`src/rtl/fp_to_int.sv`:
```
// fp_to_int: multi-cycle IEEE-754 single to int32 converter; FP_ROUND_NEAREST_EN selects round-to-nearest-even, otherwise truncate
module fp_to_int (
  input  logic        clk,
  input  logic        rst_n,
  input  logic        start,
  input  logic [31:0] a,
  output logic [31:0] result,
  output logic        busy,
  output logic        done,
  output logic        zero,
  output logic        overflow,
  output logic        invalid
);
  typedef enum logic [1:0] {IDLE, SHIFT, ROUND, DONE} state_t;
  state_t      r_state, w_next;
  logic        r_sign, r_left, r_guard, r_sticky;
  logic [31:0] r_mag;
  logic [7:0]  r_n;
  logic [7:0]  w_exp, w_n;
  logic        w_nan, w_small, w_big, w_left, w_inc, w_ovf;
  logic [32:0] w_rnd;
  logic [31:0] w_res;
  assign w_exp   = a[30:23];
  assign w_nan   = (&w_exp) & (|a[22:0]);
  assign w_small = w_exp < 8'd126;
  assign w_big   = w_exp >= 8'd158;
  assign w_left  = w_exp >= 8'd150;
  assign w_n     = w_left ? w_exp - 8'd150 : 8'd150 - w_exp;
`ifdef FP_ROUND_NEAREST_EN
  assign w_inc = r_guard & (r_sticky | r_mag[0]);
`else
  // guard/sticky are still tracked so both builds share one datapath; truncation discards them
  assign w_inc = 1'b0 & r_guard & (r_sticky | r_mag[0]);
`endif
  assign w_rnd = {1'b0, r_mag} + {32'd0, w_inc};
  assign w_ovf = r_sign ? (w_rnd > 33'h080000000) : (w_rnd > 33'h07FFFFFFF);
  assign w_res = w_ovf ? (r_sign ? 32'h80000000 : 32'h7FFFFFFF)
                       : (r_sign ? 32'd0 - w_rnd[31:0] : w_rnd[31:0]);
  // state register
  always_ff @(posedge clk or negedge rst_n)
    if (!rst_n) r_state <= IDLE;
    else        r_state <= w_next;
  // next state: exceptional operands skip straight to DONE; SHIFT leaves on the cycle its count reaches zero
  always_comb begin
    w_next = r_state;
    if (r_state == IDLE)
      w_next = !start ? IDLE : (w_nan | w_small | w_big) ? DONE : (w_n != 8'd0) ? SHIFT : ROUND;
    else if (r_state == SHIFT)
      w_next = (r_n == 8'd1) ? ROUND : SHIFT;
    else if (r_state == ROUND)
      w_next = DONE;
    else
      w_next = IDLE;
  end
  // status outputs decoded from state
  always_comb begin
    busy = r_state != IDLE;
    done = r_state == DONE;
  end
  // operand capture, serial shifter and result/flag registers
  always_ff @(posedge clk or negedge rst_n)
    if (!rst_n) begin
      r_sign   <= 1'b0;
      r_left   <= 1'b0;
      r_guard  <= 1'b0;
      r_sticky <= 1'b0;
      r_mag    <= 32'd0;
      r_n      <= 8'd0;
      result   <= 32'd0;
      zero     <= 1'b0;
      overflow <= 1'b0;
      invalid  <= 1'b0;
    end else if (r_state == IDLE && start) begin
      r_sign   <= a[31];
      r_left   <= w_left;
      r_guard  <= 1'b0;
      r_sticky <= 1'b0;
      r_mag    <= {8'd0, 1'b1, a[22:0]};
      r_n      <= w_n;
      if (w_nan) begin
        result   <= 32'h80000000;
        zero     <= 1'b0;
        overflow <= 1'b0;
        invalid  <= 1'b1;
      end else if (w_small) begin
        result   <= 32'd0;
        zero     <= 1'b1;
        overflow <= 1'b0;
        invalid  <= 1'b0;
      end else if (w_big) begin
        result   <= a[31] ? 32'h80000000 : 32'h7FFFFFFF;
        zero     <= 1'b0;
        overflow <= a != 32'hCF000000;
        invalid  <= 1'b0;
      end
    end else if (r_state == SHIFT) begin
      r_n      <= r_n - 8'd1;
      r_mag    <= r_left ? r_mag << 1 : r_mag >> 1;
      r_guard  <= r_left ? r_guard : r_mag[0];
      r_sticky <= r_left ? r_sticky : r_sticky | r_guard;
    end else if (r_state == ROUND) begin
      result   <= w_res;
      zero     <= w_res == 32'd0;
      overflow <= w_ovf;
      invalid  <= 1'b0;
    end
endmodule

```
`config.mk`:
```
export PLATFORM = sky130hd
export DESIGN_NAME = fp_to_int
export DESIGN_NICKNAME = d
export VERILOG_FILES = /design/src/rtl/fp_to_int.sv
export SDC_FILE = /design/constraint.sdc
export NUM_CORES = 1
export LEC_CHECK = 0
export ABC_AREA = 0
export CAP_MARGIN = 0
export CORE_ASPECT_RATIO = 1.5
export CORE_MARGIN = 10
export CORE_UTILIZATION = 40
export DETAILED_ROUTE_END_ITERATION = 16
export PLACE_DENSITY = 0.59
export SLEW_MARGIN = 20
export SYNTH_ARGS = -nofsm -noshare
export SYNTH_HDL_FRONTEND = slang
export SYNTH_SLANG_ARGS = --single-unit
```
`constraint.sdc`:
```
create_clock -name clk -period 3.2 [get_ports clk]
set_input_delay 0.64 -clock clk [delete_from_list [all_inputs] [get_ports clk]]
set_output_delay 0.64 -clock clk [all_outputs]
set_load 0.1 [all_outputs]
```
# --- Word level (Yosys, flattened, before mapping) ---
# Index checks and enable logic that the tools add are counted.
word_totals:
  register_bits: 79
  input_bits: 35
  output_inout_bits: 37
  wordCells: 79
classes:
  n_addsub: 4
  order_cmp: 5
  n_eq_ne: 7
  n_mux: 41
  bitwise_logic: 3
  reduce_logical: 10
op_table:
  columns: ["op", "n"]
  rows:
  - ["$mux 32", 13]
  - ["$gt 32x31->1 const B", 1]
  - ["$gt 32x32->1 const B", 1]
  - ["$logic_not 32->1", 1]
  - ["$ne 32x32->1 const B", 1]
  - ["$sub 1x32->32 const A", 1]
  - ["$mux 8", 3]
  - ["$reduce_or 23->1", 1]
  - ["$mux 1", 18]
  - ["$ge 8x8->1 const B", 2]
  - ["$mux 2", 7]
  - ["$eq 8x1->1 const B", 1]
  - ["$lt 8x7->1 const B", 1]
  - ["$reduce_and 8->1", 1]
  - ["$reduce_bool 8->1", 1]
  - ["$sub 8x1->8 const B", 1]
  - ["$sub 8x8->8 const A", 1]
  - ["$sub 8x8->8 const B", 1]
  - ["$reduce_bool 2->1", 3]
  - ["$eq 2x2->1 const B", 2]
  - ["$ne 4x4->1 const B", 1]
  - ["$reduce_and 3->1", 1]
  - ["$eq 2x1->1 const B", 1]
  - ["$logic_not 2->1", 1]
  - ["4 further kinds", 5]

# --- Depth between registers and ports, before layout ---
logic_depth:
  word_depth: 7
  depth_mapped: 12
  depth_no_buf: 10

# --- Worst setup path after synthesis ---
# OpenSTA, ideal clock, no wires.
synth_timing:
  path_kind: "register -> register"
  start: "reg r_mag[1]"
  end: "reg zero"
  setup_time_ns: 0.092
  arrival_ns: 2.694
  required_ns: 3.108
  setup_slack_ns: 0.414
  path_stages_with_launch: 12
  path_buffers: 1
  period_less_slack_ns: 2.786
  path_cell_list: "dfrtp_1 > buf_6 > inv_1 > ha_1 > nor4b_1 > nand4_1 > o21a_1 > a2111oi_0 > nand4bb_1 > nor4b_2 > nand4b_1 > o31ai_2"
synth_via:
  elab_chain_len: 7
  elab_cells_between_ends: 10
  cone_classes: "1 x add/sub; 2 x order compare; 6 x mux; 1 x reduce/logical"
synth_lines:
  columns: ["item", "line_no", "source"]
  rows:
  - ["start: declaration", "17", "logic [31:0] r_mag;"]
  - ["start signal: assignment", "78", "r_mag <= {8'd0, 1'b1, a[22:0]};"]
  - ["start signal: assignment", "98", "r_mag <= r_left ? r_mag << 1 : r_mag >> 1;"]
  - ["$sub 1x32->32, or another cell as far along", "38", ": (r_sign ? 32'd0 - w_rnd[31:0] : w_rnd[31:0]);"]
  - ["$mux 32 or $mux 1 (tied branches)", "38, 36", null]
  - ["$mux 32 *", "37", "assign w_res = w_ovf ? (r_sign ? 32'h80000000 : 32'h7FFFFFFF)"]
  - ["$logic_not 32->1 *", "103", "zero <= w_res == 32'd0;"]
  - ["$mux 1 *", "101", "end else if (r_state == ROUND) begin"]
  - ["$mux 1 *", "96", "end else if (r_state == SHIFT) begin"]
  - ["$mux 1 *", "73", "end else if (r_state == IDLE && start) begin"]
  - ["end signal: assignment", "70", "zero <= 1'b0;"]
  - ["end signal: assignment", "82", "zero <= 1'b0;"]
  - ["end signal: assignment", "103", null]
  - ["end: declaration", "10", "output logic zero,"]
# Every way passes the cells marked *; elsewhere a longest branch is shown, timed or not. The select of a mux whose other input is x is not followed.
# A chain may end at the register's enable or synchronous reset.

# --- Worst setup path in the final report ---
layout_timing:
  start: "reg r_mag[2]"
  end: "reg zero"
# Same word-level chain as after synthesis.

==> out/metrics.cfg <==
[status]
status = finished, final reports clean

[timing]
setup_tns_ps = 0
maxSlewHeadroom_pct = 42.7
worst_slew_pin_slew_ps = 852
worst_slack_ps = 104
fin_worst_skew_ps = 9.25
drv_slew = 0
min_period_ps = 3100
finalCritPeriodShare_pct = 96.8
setup_viol = 0
whs_ps = 336
hold_viol = 0
max_freq_ghz = 0.323

[grt]
grt.overflow.total = 0
grt_max_degree = 80
grt_pass1_wl_um = 26800
grt_pass1_vias = 5126
groute.usage.overall_pct = 17.9
antenna_found_initial = 0

[final_layout]
antennaDiodeCount = 0
final_common_cell = buf_4
areaGrowthSynthToFinish_pct = 23.6
seqCellArea_um2 = 1980
drive_gt1_share_pct = 19.7
nNetsFinal = 725
mostFrequentLayoutCells = buf_4 (80), dfrtp_1 (79), nand2_1 (69)
n_fill_cell = 1258
multiInputGateArea_um2 = 3060
utilization_pct = 50.5

[critical_path]
crit_path_top_delay_cell = or4_4
worst-path-stages = 8
criticalPathCategory = flip-flop to flip-flop
crit_path_cell_trace = or4_4, or4_4, o31a_1, xnor2_2, nand4_1, nor4_1, a31oi_1, o31ai_2
critPathTopFamily = simple AND/OR/NAND/NOR gates
critPathCaptureType = flip-flop
reg2reg_depth = 8
cp_max_fo = 10
startpoint_type = flip-flop
cp_data_arrival_time_ps = 3350
cpMostUsedCell = or4_4
worstPathRequired_ps = 3450
max_stage_delay_ps = 580
timing.critical_path.buf_inv = 0

[min_path]
hold_class = input port to asynchronous set/reset pin

[clocking]
cts_buffers = 9
htreeDepth = 3
cts_tree = done
clk_pin_slew_ps = 70
clkSinkCount = 79
clockBufferDepth = 2
cts_root_buffer = clkbuf_16
cts.hold.buffers_added = 0
clk_latency_ps = 340

[placement]
dp_hpwl_um = 12600
post-place-ws_ps = 5.86
port_buffers = 71
gp_congestion = 0.990

[die]
boundaryPins = 72
core_um2 = 13000
start_util_pct = 40.8
dieArea_um2 = 18300
chipHeight_um = 161
rows = 51
die_w_um = 114

[pwr]
power_density_nw_per_um2 = 1260
ir_drop_mv = 0.614
power_w = 0.00822
cellLeakagePower_nw = 2.71

[detailed_routing]
routedWlPerCell_um = 19.9
drc = 0
first_pass_iters = 5
drt-total-wl_um = 16800
dr.first_iter.drc_count = 314
drtAntennaViolNets = 0
vias = 5054
viasPerCell = 5.97

[logic_synthesis]
synth_warnings = 0
syn_avg_cell_area_um2 = 8.63
synth_edf_count = 0
synth_area_leaders = dfrtp_1 (37%), o21ai_0 (6.0%), mux2i_1 (5.7%)
ys_async_sr_fraction_pct = 100
syn_nets = 656
synth_seq_cells = 79
netlist.area_leader.share_pct = 37.4
syn_inst = 613
syn-cell-area_um2 = 5290
netlist-cell-type-count = 62
yosysSeqAreaShare_pct = 37.4
yosysTopAreaCell = dfrtp_1
synth_ff_type = dfrtp_1

[run]
maxCapViolCount = 0

[metal layers]
metal	share of wire, %	routed length [um]	GRT usage (%)
met4	2.9	493	7.20
met3	3.6	610	3.54
met2	55	9240	33.5
met1	38	6450	18.8
met5	0	0	0
[worst paths after layout]
| kind | start | end | slack [ps] |
|---|---|---|---|
| worst max-delay path | r_mag[2] | zero | 100 |
| worst min-delay path | rst_n | r_mag[10] | 340 |
| worst max register to register | r_mag[2] | zero | 100 |
| worst min register to register | result[25] | result[25] | 480 |
| max in group asynchronous | rst_n | result[31] | 2370 |
| min in group clk | result[25] | result[25] | 480 |
[synthesized netlist by cell type, types with 16 or more instances]
master    count
a21oi_1      25
a22o_1       18
clkbuf_1     50
dfrtp_1      79
mux2i_1      30
nand2_1      69
nand3_1      18
nor2_1       41
nor3_1       17
nor4_1       16
o21ai_0      63
o221a_2      21
xor2_1       18
[registers in the layout, summed over array words and instances (netlist names)]
name / flops
r_left: 1
zero: 1
r_n: 8
r_sign: 1
overflow: 1
r_mag: 32
result: 32
invalid: 1
r_state: 2
[worst register-to-register path, delay by kind of cell, from the launching register on]
kind | cells | cell delay [ps]
AOI/OAI and AO/OA | 3 | 740
xor gates and xnor gates | 1 | 240
DFF | 1 | 520
and+or+nand+nor | 4 | 1510
[report_power, final]
group	internal, W	switching, W
registers	0.00146	0.000486
logic	0.00168	0.00349
clock network	0.000684	0.000419
total	0.00383	0.00440
[cells by family (layout without fill, tap and decap cells)]
kind of cell	Yosys count	count (layout)	share of synthesized area, %
AO/OA/AOI/OAI	196	196	26.1
XOR/XNOR	28	28	4.78
adder cells (fa/ha/maj)	8	8	1.89
buffers and inverters	67	141	5.06
flip-flops	79	79	37.4
multiplexers	30	30	5.68
AND/OR/NAND/NOR	205	205	19.1
[final cells by class]
| class | instances | area share [%] |
|---|---|---|
| Timing Repair Buffer | 114 | 14.4 |
| Multi-Input combinational cell | 467 | 46.9 |
| Inverter | 11 | 0.632 |
| Clock buffer | 11 | 3.56 |
| Tap cell | 159 | 3.04 |
| Clock inverter | 5 | 1.26 |
| Sequential cell | 79 | 30.2 |
[stage by stage]
step / area (um^2) / cells
global route: 6540 / 846
global placement: 6200 / 830
CTS: 6520 / 846
floorplan: 5290 / 613
finish: 6540 / 846
detailed placement: 6200 / 830
[what timing repair did]
item	4_1_cts	5_1_grt
endpoints found under the setup margin	0	1
buffers inserted	0	0
gates resized for setup	0	4
(Power assumes the default switching activity.)
